`src/rtl/fft_bitrev_loader_if.sv`:
```
// rtl/fft_bitrev_loader_if.sv - sample-in / buffer-write / buffer-read bundle for fft_bitrev_loader
//
// Purpose: groups the loader's handshake and buffer-side signals.
// Signals:
//   in_valid, Re_in, Im_in            : input sample stream (producer -> loader)
//   in_ready                          : loader accepts a sample this cycle
//   load_data, invert_adr, Re_o, Im_o : buffer write strobe, bit-reversed address, write data
//   en_rd, rd_ptr, rd_angle_ptr       : buffer read enable, read address, twiddle select
//   frame_done, busy                  : end-of-frame pulse, READ-state indicator
// Modports: slave = loader side, master = producer/consumer side.
interface fft_bitrev_loader_if #(
  parameter int bit_width = 29,
  parameter int SIZE      = 4
);
  logic                        in_valid;
  logic signed [bit_width-1:0] Re_in;
  logic signed [bit_width-1:0] Im_in;
  logic                        in_ready;
  logic                        load_data;
  logic [SIZE-1:0]             invert_adr;
  logic signed [bit_width-1:0] Re_o;
  logic signed [bit_width-1:0] Im_o;
  logic                        en_rd;
  logic [SIZE-1:0]             rd_ptr;
  logic                        rd_angle_ptr;
  logic                        frame_done;
  logic                        busy;

  modport slave (
    input  in_valid, Re_in, Im_in,
    output in_ready, load_data, invert_adr, Re_o, Im_o,
           en_rd, rd_ptr, rd_angle_ptr, frame_done, busy
  );

  modport master (
    output in_valid, Re_in, Im_in,
    input  in_ready, load_data, invert_adr, Re_o, Im_o,
           en_rd, rd_ptr, rd_angle_ptr, frame_done, busy
  );
endinterface

```
`src/rtl/fft_bitrev_loader.sv`:
```
// rtl/fft_bitrev_loader.sv - FFT input loader: bit-reversed buffer writes, radix-2 paired read-out
//
// Purpose: accepts N complex samples, writes each to the frame buffer at the
// bit-reversed index of its arrival order, then reads the buffer back N cycles
// in the order g+0, g+2, g+1, g+3 per group of four with a twiddle select.
// Ports:
//   clk          : single clock, rising edge
//   rst_n        : asynchronous active-low reset
//   bus          : fft_bitrev_loader_if.slave (sample input, buffer write, buffer read, status)
//   ovf_err      : only with LOADER_OVF_ERR_EN defined; sticky flag, set when a
//                  sample is offered while in_ready is low, cleared only by reset
// Configuration macro: LOADER_OVF_ERR_EN
module fft_bitrev_loader #(
  parameter int bit_width = 29,
  parameter int N         = 16,
  parameter int SIZE      = 4
) (
  input  logic               clk,
  input  logic               rst_n,
  fft_bitrev_loader_if.slave bus
`ifdef LOADER_OVF_ERR_EN
  ,
  output logic               ovf_err
`endif
);

  typedef enum logic {LOAD, READ} state_t;

  state_t          state, state_nxt;
  logic [SIZE-1:0] wr_cnt;
  // rd_cnt = 0 is the settle cycle that lets the last write land; 1..N are reads.
  logic [SIZE:0]   rd_cnt;
  logic [SIZE:0]   rd_cnt_m1;
  logic [SIZE-1:0] rd_idx;
  logic            accept;
  logic            rd_last;

  function automatic logic [SIZE-1:0] bit_rev(input logic [SIZE-1:0] a);
    logic [SIZE-1:0] r;
    for (int i = 0; i < SIZE; i++) begin
      r[i] = a[SIZE-1-i];
    end
    return r;
  endfunction

  assign rd_cnt_m1 = rd_cnt - {{SIZE{1'b0}}, 1'b1};
  assign rd_idx    = rd_cnt_m1[SIZE-1:0];
  assign rd_last   = (rd_cnt == (SIZE+1)'(N));

  always_ff @(posedge clk or negedge rst_n) begin
    if (!rst_n) begin
      state <= LOAD;
    end else begin
      state <= state_nxt;
    end
  end

  always_comb begin
    state_nxt        = state;
    bus.in_ready     = 1'b0;
    bus.busy         = 1'b0;
    bus.en_rd        = 1'b0;
    bus.rd_ptr       = '0;
    bus.rd_angle_ptr = 1'b0;
    accept           = 1'b0;
    case (state)
      LOAD: begin
        bus.in_ready = 1'b1;
        accept       = bus.in_valid;
        if (accept && (wr_cnt == SIZE'(N - 1))) begin
          state_nxt = READ;
        end
      end
      READ: begin
        bus.busy = 1'b1;
        if (rd_cnt != '0) begin
          bus.en_rd = 1'b1;
          // Swapping the two low index bits yields g+0, g+2, g+1, g+3;
          // the odd member of each butterfly pair takes the -j twiddle.
          bus.rd_ptr       = {rd_idx[SIZE-1:2], rd_idx[0], rd_idx[1]};
          bus.rd_angle_ptr = rd_idx[1];
        end
        if (rd_last) begin
          state_nxt = LOAD;
        end
      end
      default: state_nxt = LOAD;
    endcase
  end

  always_ff @(posedge clk or negedge rst_n) begin
    if (!rst_n) begin
      wr_cnt         <= '0;
      rd_cnt         <= '0;
      bus.load_data  <= 1'b0;
      bus.invert_adr <= '0;
      bus.Re_o       <= '0;
      bus.Im_o       <= '0;
      bus.frame_done <= 1'b0;
    end else begin
      bus.load_data  <= accept;
      bus.frame_done <= (state == READ) && rd_last;
      if (accept) begin
        bus.invert_adr <= bit_rev(wr_cnt);
        bus.Re_o       <= bus.Re_in;
        bus.Im_o       <= bus.Im_in;
        wr_cnt         <= wr_cnt + 1'b1;
      end
      if (state == READ && !rd_last) begin
        rd_cnt <= rd_cnt + 1'b1;
      end else begin
        rd_cnt <= '0;
      end
    end
  end

`ifdef LOADER_OVF_ERR_EN
  always_ff @(posedge clk or negedge rst_n) begin
    if (!rst_n) begin
      ovf_err <= 1'b0;
    end else if (bus.in_valid && !bus.in_ready) begin
      ovf_err <= 1'b1;
    end
  end
`endif

endmodule

```
`src/flat_wrapper.sv`:
```
// flat-port wrapper written by rule: the top's interface ports become plain ports
module fft_bitrev_loader_flat 
#(
  parameter int bit_width = 29,
  parameter int N         = 16,
  parameter int SIZE      = 4
)
  (clk, rst_n, bus_in_valid, bus_Re_in, bus_Im_in, bus_in_ready, bus_load_data, bus_invert_adr, bus_Re_o, bus_Im_o, bus_en_rd, bus_rd_ptr, bus_rd_angle_ptr, bus_frame_done, bus_busy);
  fft_bitrev_loader_if #(.bit_width(bit_width), .SIZE(SIZE)) bus_i ();
  input  logic clk;
  input  logic rst_n;
  input wire logic [$bits(bus_i.in_valid)-1:0] bus_in_valid;
  input wire logic [$bits(bus_i.Re_in)-1:0] bus_Re_in;
  input wire logic [$bits(bus_i.Im_in)-1:0] bus_Im_in;
  output wire logic [$bits(bus_i.in_ready)-1:0] bus_in_ready;
  output wire logic [$bits(bus_i.load_data)-1:0] bus_load_data;
  output wire logic [$bits(bus_i.invert_adr)-1:0] bus_invert_adr;
  output wire logic [$bits(bus_i.Re_o)-1:0] bus_Re_o;
  output wire logic [$bits(bus_i.Im_o)-1:0] bus_Im_o;
  output wire logic [$bits(bus_i.en_rd)-1:0] bus_en_rd;
  output wire logic [$bits(bus_i.rd_ptr)-1:0] bus_rd_ptr;
  output wire logic [$bits(bus_i.rd_angle_ptr)-1:0] bus_rd_angle_ptr;
  output wire logic [$bits(bus_i.frame_done)-1:0] bus_frame_done;
  output wire logic [$bits(bus_i.busy)-1:0] bus_busy;
  assign bus_i.in_valid = bus_in_valid;
  assign bus_i.Re_in = bus_Re_in;
  assign bus_i.Im_in = bus_Im_in;
  assign bus_in_ready = bus_i.in_ready;
  assign bus_load_data = bus_i.load_data;
  assign bus_invert_adr = bus_i.invert_adr;
  assign bus_Re_o = bus_i.Re_o;
  assign bus_Im_o = bus_i.Im_o;
  assign bus_en_rd = bus_i.en_rd;
  assign bus_rd_ptr = bus_i.rd_ptr;
  assign bus_rd_angle_ptr = bus_i.rd_angle_ptr;
  assign bus_frame_done = bus_i.frame_done;
  assign bus_busy = bus_i.busy;
  fft_bitrev_loader #(.bit_width(bit_width), .N(N), .SIZE(SIZE)) u_core (.clk(clk), .rst_n(rst_n), .bus(bus_i));
endmodule
```
`config.mk`:
```
export PLATFORM = sky130hd
export DESIGN_NAME = fft_bitrev_loader_flat
export DESIGN_NICKNAME = d
export VERILOG_FILES = /design/src/rtl/fft_bitrev_loader_if.sv /design/src/rtl/fft_bitrev_loader.sv /design/src/flat_wrapper.sv
export SDC_FILE = /design/constraint.sdc
export NUM_CORES = 1
export LEC_CHECK = 0
export CORE_MARGIN = 4
export CORE_UTILIZATION = 37
export DETAILED_ROUTE_END_ITERATION = 8
export PLACE_DENSITY = 0.81
export SLEW_MARGIN = 5
export SYNTH_ARGS = -nofsm -noshare
export SYNTH_HDL_FRONTEND = slang
export SYNTH_SLANG_ARGS = --single-unit
export TNS_END_PERCENT = 1
```
`constraint.sdc`:
```
create_clock -name clk -period 1.75 [get_ports clk]
set_clock_uncertainty 0.2 [all_clocks]
set_input_delay 0.35 -clock clk [delete_from_list [all_inputs] [get_ports clk]]
set_output_delay 0.35 -clock clk [all_outputs]
set_load 0.05 [all_outputs]
```
### Word level (Yosys, flattened, before mapping)

Index checks and enable logic that the tools add are counted.

| operators by class | value |
|---|---|
| add/subtract/negate cells | 3 |
| equal/unequal tests | 2 |
| mux-type cells | 13 |
| bitwise logic cells | 1 |
| reductions and logical operators | 5 |

Operator list:

| kind | number |
|---|---|
| $mux W1 | 9 |
| $mux W4 | 2 |
| $add A5 B1 Y5 const B | 1 |
| $eq A5 B5 Y1 const B | 1 |
| $mux W5 | 1 |
| $reduce_bool A5 Y1 | 1 |
| $add A4 B1 Y4 const B | 1 |
| $eq A4 B4 Y1 const B | 1 |
| $sub A4 B1 Y4 const B | 1 |
| $logic_and A1 B1 Y1 | 3 |
| $pmux W1 S2 | 1 |
| $logic_not A1 Y1 | 1 |
| $not A1 Y1 | 1 |

| storage, ports and cells | value |
|---|---|
| flip-flop bits (word level) | 74 |
| logic and storage cells | 32 |

### Longest topological paths before layout

| depth | value |
|---|---|
| word-level depth | 4 |
| mapped depth | 6 |
| gate-level depth less buffers | 5 |

### Worst setup path before layout

OpenSTA, ideal clock, no wires.

| path | value |
|---|---|
| kind | reg-to-output |
| start | register u_core.state |
| end | output port bus_rd_ptr[0] |
| data arrival time | 1.934 ns |
| data required time | 1.200 ns |
| path slack | -0.734 ns |
| cell stages (with the launch flop) | 4 |
| path buffers | 1 |
| cells stage by stage | dfrtp_1 o41ai_2 nor2_1 buf_4 |

| between the ends | value |
|---|---|
| cells in the longest elaborated chain, start to end | 1 |

RTL lines:

| element | line | source |
|---|---|---|
| start, declared | fft_bitrev_loader.sv:29 | `state_t state, state_nxt;` |
| start signal, assigned | fft_bitrev_loader.sv:54 | `state <= state_nxt;` |
| $mux W4 | fft_bitrev_loader.sv:66 | `case (state)` |
| end, declared | flat_wrapper.sv:21 | `output wire logic [$bits(bus_i.rd_ptr)-1:0] bus_rd_ptr;` |

No other way between the ends.

### Worst setup path in the final report

| path | value |
|---|---|
| start | register u_core.rd_cnt[0] |
| end | output port bus_rd_ptr[3] |

| between the ends | value |
|---|---|
| cells in the longest elaborated chain, start to end | 3 |
| elaborated cells on any way between the ends | 4 |
| classes of those cells | add/sub (1); mux (2); reduce/logical (1) |

RTL lines:

| element | line | source |
|---|---|---|
| start, declared | fft_bitrev_loader.sv:32 | `logic [SIZE:0] rd_cnt;` |
| start signal, assigned | fft_bitrev_loader.sv:110 | `rd_cnt <= rd_cnt + 1'b1;` |
| $sub A4 B1 Y4 or $reduce_bool A5 Y1 (tied branches) | fft_bitrev_loader.sv:46, fft_bitrev_loader.sv:76 |  |
| $mux W4 * | fft_bitrev_loader.sv:76 | `if (rd_cnt != '0) begin` |
| $mux W4 * | fft_bitrev_loader.sv:66 |  |

Mark *: on every way between the ends. The rest lies on a longest branch, timed or not.

==> results.sh <==
export IMPL_setup_viol_count_final=6
export IMPL_crit_path_start="u_core.rd_cnt[0]"
export IMPL_cts_tree="done"
export IMPL_final_antenna_net_count=0
export IMPL_io_pins=133
export IMPL_die_x_um=97.5
export IMPL_crit_type="reg -> out"
export IMPL_intPower_mw=7.18
export IMPL_switchingPower_mw=5.08
export IMPL_diodes=0
export IMPL_clockBufferDepth=2
export IMPL_grt_pass1_vias=2279
export IMPL_drtPass1Iterations=3
export IMPL_dp_hpwl_mm=5.28
export IMPL_core_area_um2=7770
export IMPL_via_per_inst=4.53
export IMPL_mappedNetlistNets=252
export IMPL_critPathMaxStageDelay_ns=0.40
export IMPL_period_needed_ns=2.12
export IMPL_insertion_delay_ns=0.33
export IMPL_finalHoldViolCount=0
export IMPL_cp_end_kind="output port"
export IMPL_cts_max_level=3
export IMPL_fin_crit_sh_pct=121
export IMPL_worstHoldStart="u_core.wr_cnt[3]"
export IMPL_yosys_warnings=0
export IMPL_synth_area_leader_cell="dfrtp_1"
export IMPL_async_flop_share_pct=100
export IMPL_grt_overflow=0
export IMPL_path_clk_slew_ns=0.07
export IMPL_required_ns=1.20
export IMPL_die_h_um=97.5
export IMPL_yosysSeqAreaShare_pct=62.5
export IMPL_status="finished, violations left"
export IMPL_rsz0062_at_grt="yes"
export IMPL_violations="negative setup slack"
export IMPL_worst_setup_path_start_kind="flip-flop"
export IMPL_cts_buffers=9
export IMPL_tightestPinTransition_ns=0.377
export IMPL_max_cap_violations=0
export IMPL_maxSlewHeadroom_pct=74.9
export IMPL_min_path_type="reg -> reg"
export IMPL_path_max_fanout=5
export IMPL_drt_wl_total_mm=6.95
export IMPL_synth_seq_cells=74
export IMPL_synth_area_um2=2960
export IMPL_port_buffers=132
export IMPL_yosys_area_top_type_share_pct=62.5
export IMPL_slowest_stage="dfrtp_1"
export IMPL_drc=0
export IMPL_syn_avg_cell_area_um2=15.8
export IMPL_power_frac_seq_pct=26.5
export IMPL_cts_sinks=74
export IMPL_p_total_mw=12.3
export IMPL_path_cells="inv_2 > ha_4 > inv_2 > o41ai_4 > buf_6 > nor2_4 > buf_6"
export IMPL_grt_max_degree=75
export IMPL_layout_drive_gt1_share_pct=53.5
export IMPL_timing_rr_start="u_core.rd_cnt[0]"
export IMPL_dr_total_vias=2011
export IMPL_wl_per_cell_um=15.6
export IMPL_arrival_ns=1.57
export IMPL_die_area_um2=9500
export IMPL_antenna_found_initial=0
export IMPL_pwr_share_comb_pct=61.8
export IMPL_drv_slew=0
export IMPL_area_delta_synth_final_pct=84.5
export IMPL_critPathBufInv=4
export IMPL_yosysMostFrequentCell="dfrtp_1"
export IMPL_yosysUniqueCellTypes=20
export IMPL_fin_nets=402
export IMPL_gr_usage_all_layers_pct=14.9
export IMPL_hold_ws_ns=0.300
export IMPL_clockPowerShare_pct=11.7
export IMPL_syn_inst=187
export IMPL_max_clock_freq_mhz=472
export IMPL_place_gp_congestion=0.691
export IMPL_r2r_slack_ns=0.07
export IMPL_synth_edf_count=0
export IMPL_p_leak_nw=2.42
export IMPL_synthTopCellsByCount="74 x dfrtp_1, 43 x mux2_2, 20 x mux2_4"
export IMPL_ys_flop_type="dfrtp_1"
export IMPL_critPathTopFamily="buffers and inverters"
export IMPL_p_sw_share_pct=41.4
export IMPL_fillCellCount=539
export IMPL_worst_slack_ns=-0.368
export IMPL_synth_area_top_cells="dfrtp_1 63%, mux2_2 16%, mux2_4 10%, ha_1 1.7%, xnor2_1 1.5%"
export IMPL_pwr_density_cell_nw_per_um2=2240
export IMPL_drt_iter0_markers=32
export IMPL_rows=32
export IMPL_peakVddDrop_uv=1050
export IMPL_grt_pass1_wl_mm=11.3
export IMPL_cts_root_buf="clkbuf_8"
export IMPL_start_util_pct=38.1
[power groups by stage]
stage / clock network [mW] / logic [mW] / registers, mW
6_report: 1.43 / 7.57 / 3.25
2_1_floorplan: 0 / 1.64 / 5.18
3_5_place_dp: 0 / 7.43 / 3.29
4_1_cts: 1.48 / 7.57 / 3.26
3_3_place_gp: 0 / 7.33 / 3.24
5_1_grt: 1.56 / 7.84 / 3.35
[metrics by stage]
| step | setup WS, ns | cells | TNS (ns) | cell area [um^2] | utilization (%) |
|---|---|---|---|---|---|
| 6_report | -0.368 | 444 | -2.15 | 5470 | 70.4 |
| 2_1_floorplan | -0.296 | 187 | -1.04 | 2990 | - |
| 4_1_cts | -0.424 | 443 | -2.50 | 5440 | 70.0 |
| 3_5_place_dp | -0.242 | 423 | -13.78 | 5150 | 66.3 |
| 5_1_grt | -0.476 | 444 | -2.73 | 5470 | 70.4 |
| 3_3_place_gp | -0.203 | 423 | -12.09 | 5150 | 66.3 |
[flip-flops by register name, summed over array words and instances, names as in the netlist]
name,cells
u_core.bus.Im_o,29
u_core.bus.Re_o,29
u_core.bus.frame_done,1
u_core.bus.invert_adr,4
u_core.bus.load_data,1
u_core.rd_cnt,5
u_core.state,1
u_core.wr_cnt,4
[layout make-up]
class                   instances  area (um^2)  area share, %
repair buffers                150         2170           39.6
flip-flops and latches         74         1850           33.9
multi-input cells              96         1080           19.7
clock buffers                  11          141           2.59
well taps                     102          128           2.34
clock inverters                 5         77.6           1.42
inverters                       6         22.5          0.412
[worst paths after layout]
kind,endpoint,depth (start not counted)
worst max-delay path,bus_rd_ptr[3],7
worst min-delay path,u_core.wr_cnt[3],1
worst max register to register,u_core.rd_cnt[4],9
worst min register to register,u_core.wr_cnt[3],1
max in group asynchronous,u_core.state,3
min in group asynchronous,u_core.rd_cnt[3],3
[metal layers]
metal  up-vias  routed length, um  track usage [%]
li1        934                  -                -
met1      1000               2590             15.6
met2        75               3720             26.4
met3         2                613             8.11
met4         0                 27             2.88
met5         -                  0                0
[cells in the final DEF (no fill, tap or decap), types with 2 or more instances in the layout]
master / netlist / routed
dfrtp_1: 74 / 73
buf_12: 0 / 69
clkdlybuf4s50_1: 0 / 59
mux2_2: 43 / 43
mux2_4: 20 / 20
buf_4: 1 / 14
clkbuf_8: 0 / 10
buf_6: 3 / 7
nor2_1: 9 / 5
xnor2_1: 5 / 5
inv_2: 0 / 4
xor2_1: 3 / 3
ha_1: 4 / 3
nand3_1: 2 / 2
inv_1: 6 / 2
nor2_2: 0 / 2
nor2_4: 0 / 2
nand4_1: 2 / 2
nand2_1: 3 / 2
clkinv_2: 0 / 2
bufinv_16: 0 / 2
[timing repair]
item,in CTS,in global routing
endpoints found under the hold margin,74,0
pin swaps,1,2
setup buffers,3,1
gates resized for setup,11,6
hold buffers,1,0
setup endpoints to repair,6,12
gates cloned,0,0
[cell families (layout without fill, tap and decap cells)]
group / Yosys count / count (layout) / share of synthesized area [%]
AOI/OAI and AO/OA: 2 / 2 / 0.803
xor gates and xnor gates: 8 / 8 / 2.37
adders and majority gates: 4 / 4 / 1.69
buffers and inverters: 17 / 172 / 3.25
DFF: 74 / 74 / 62.5
muxes: 63 / 63 / 26.5
and+or+nand+nor: 19 / 19 / 2.87
Power figures use the tool's default switching activity.
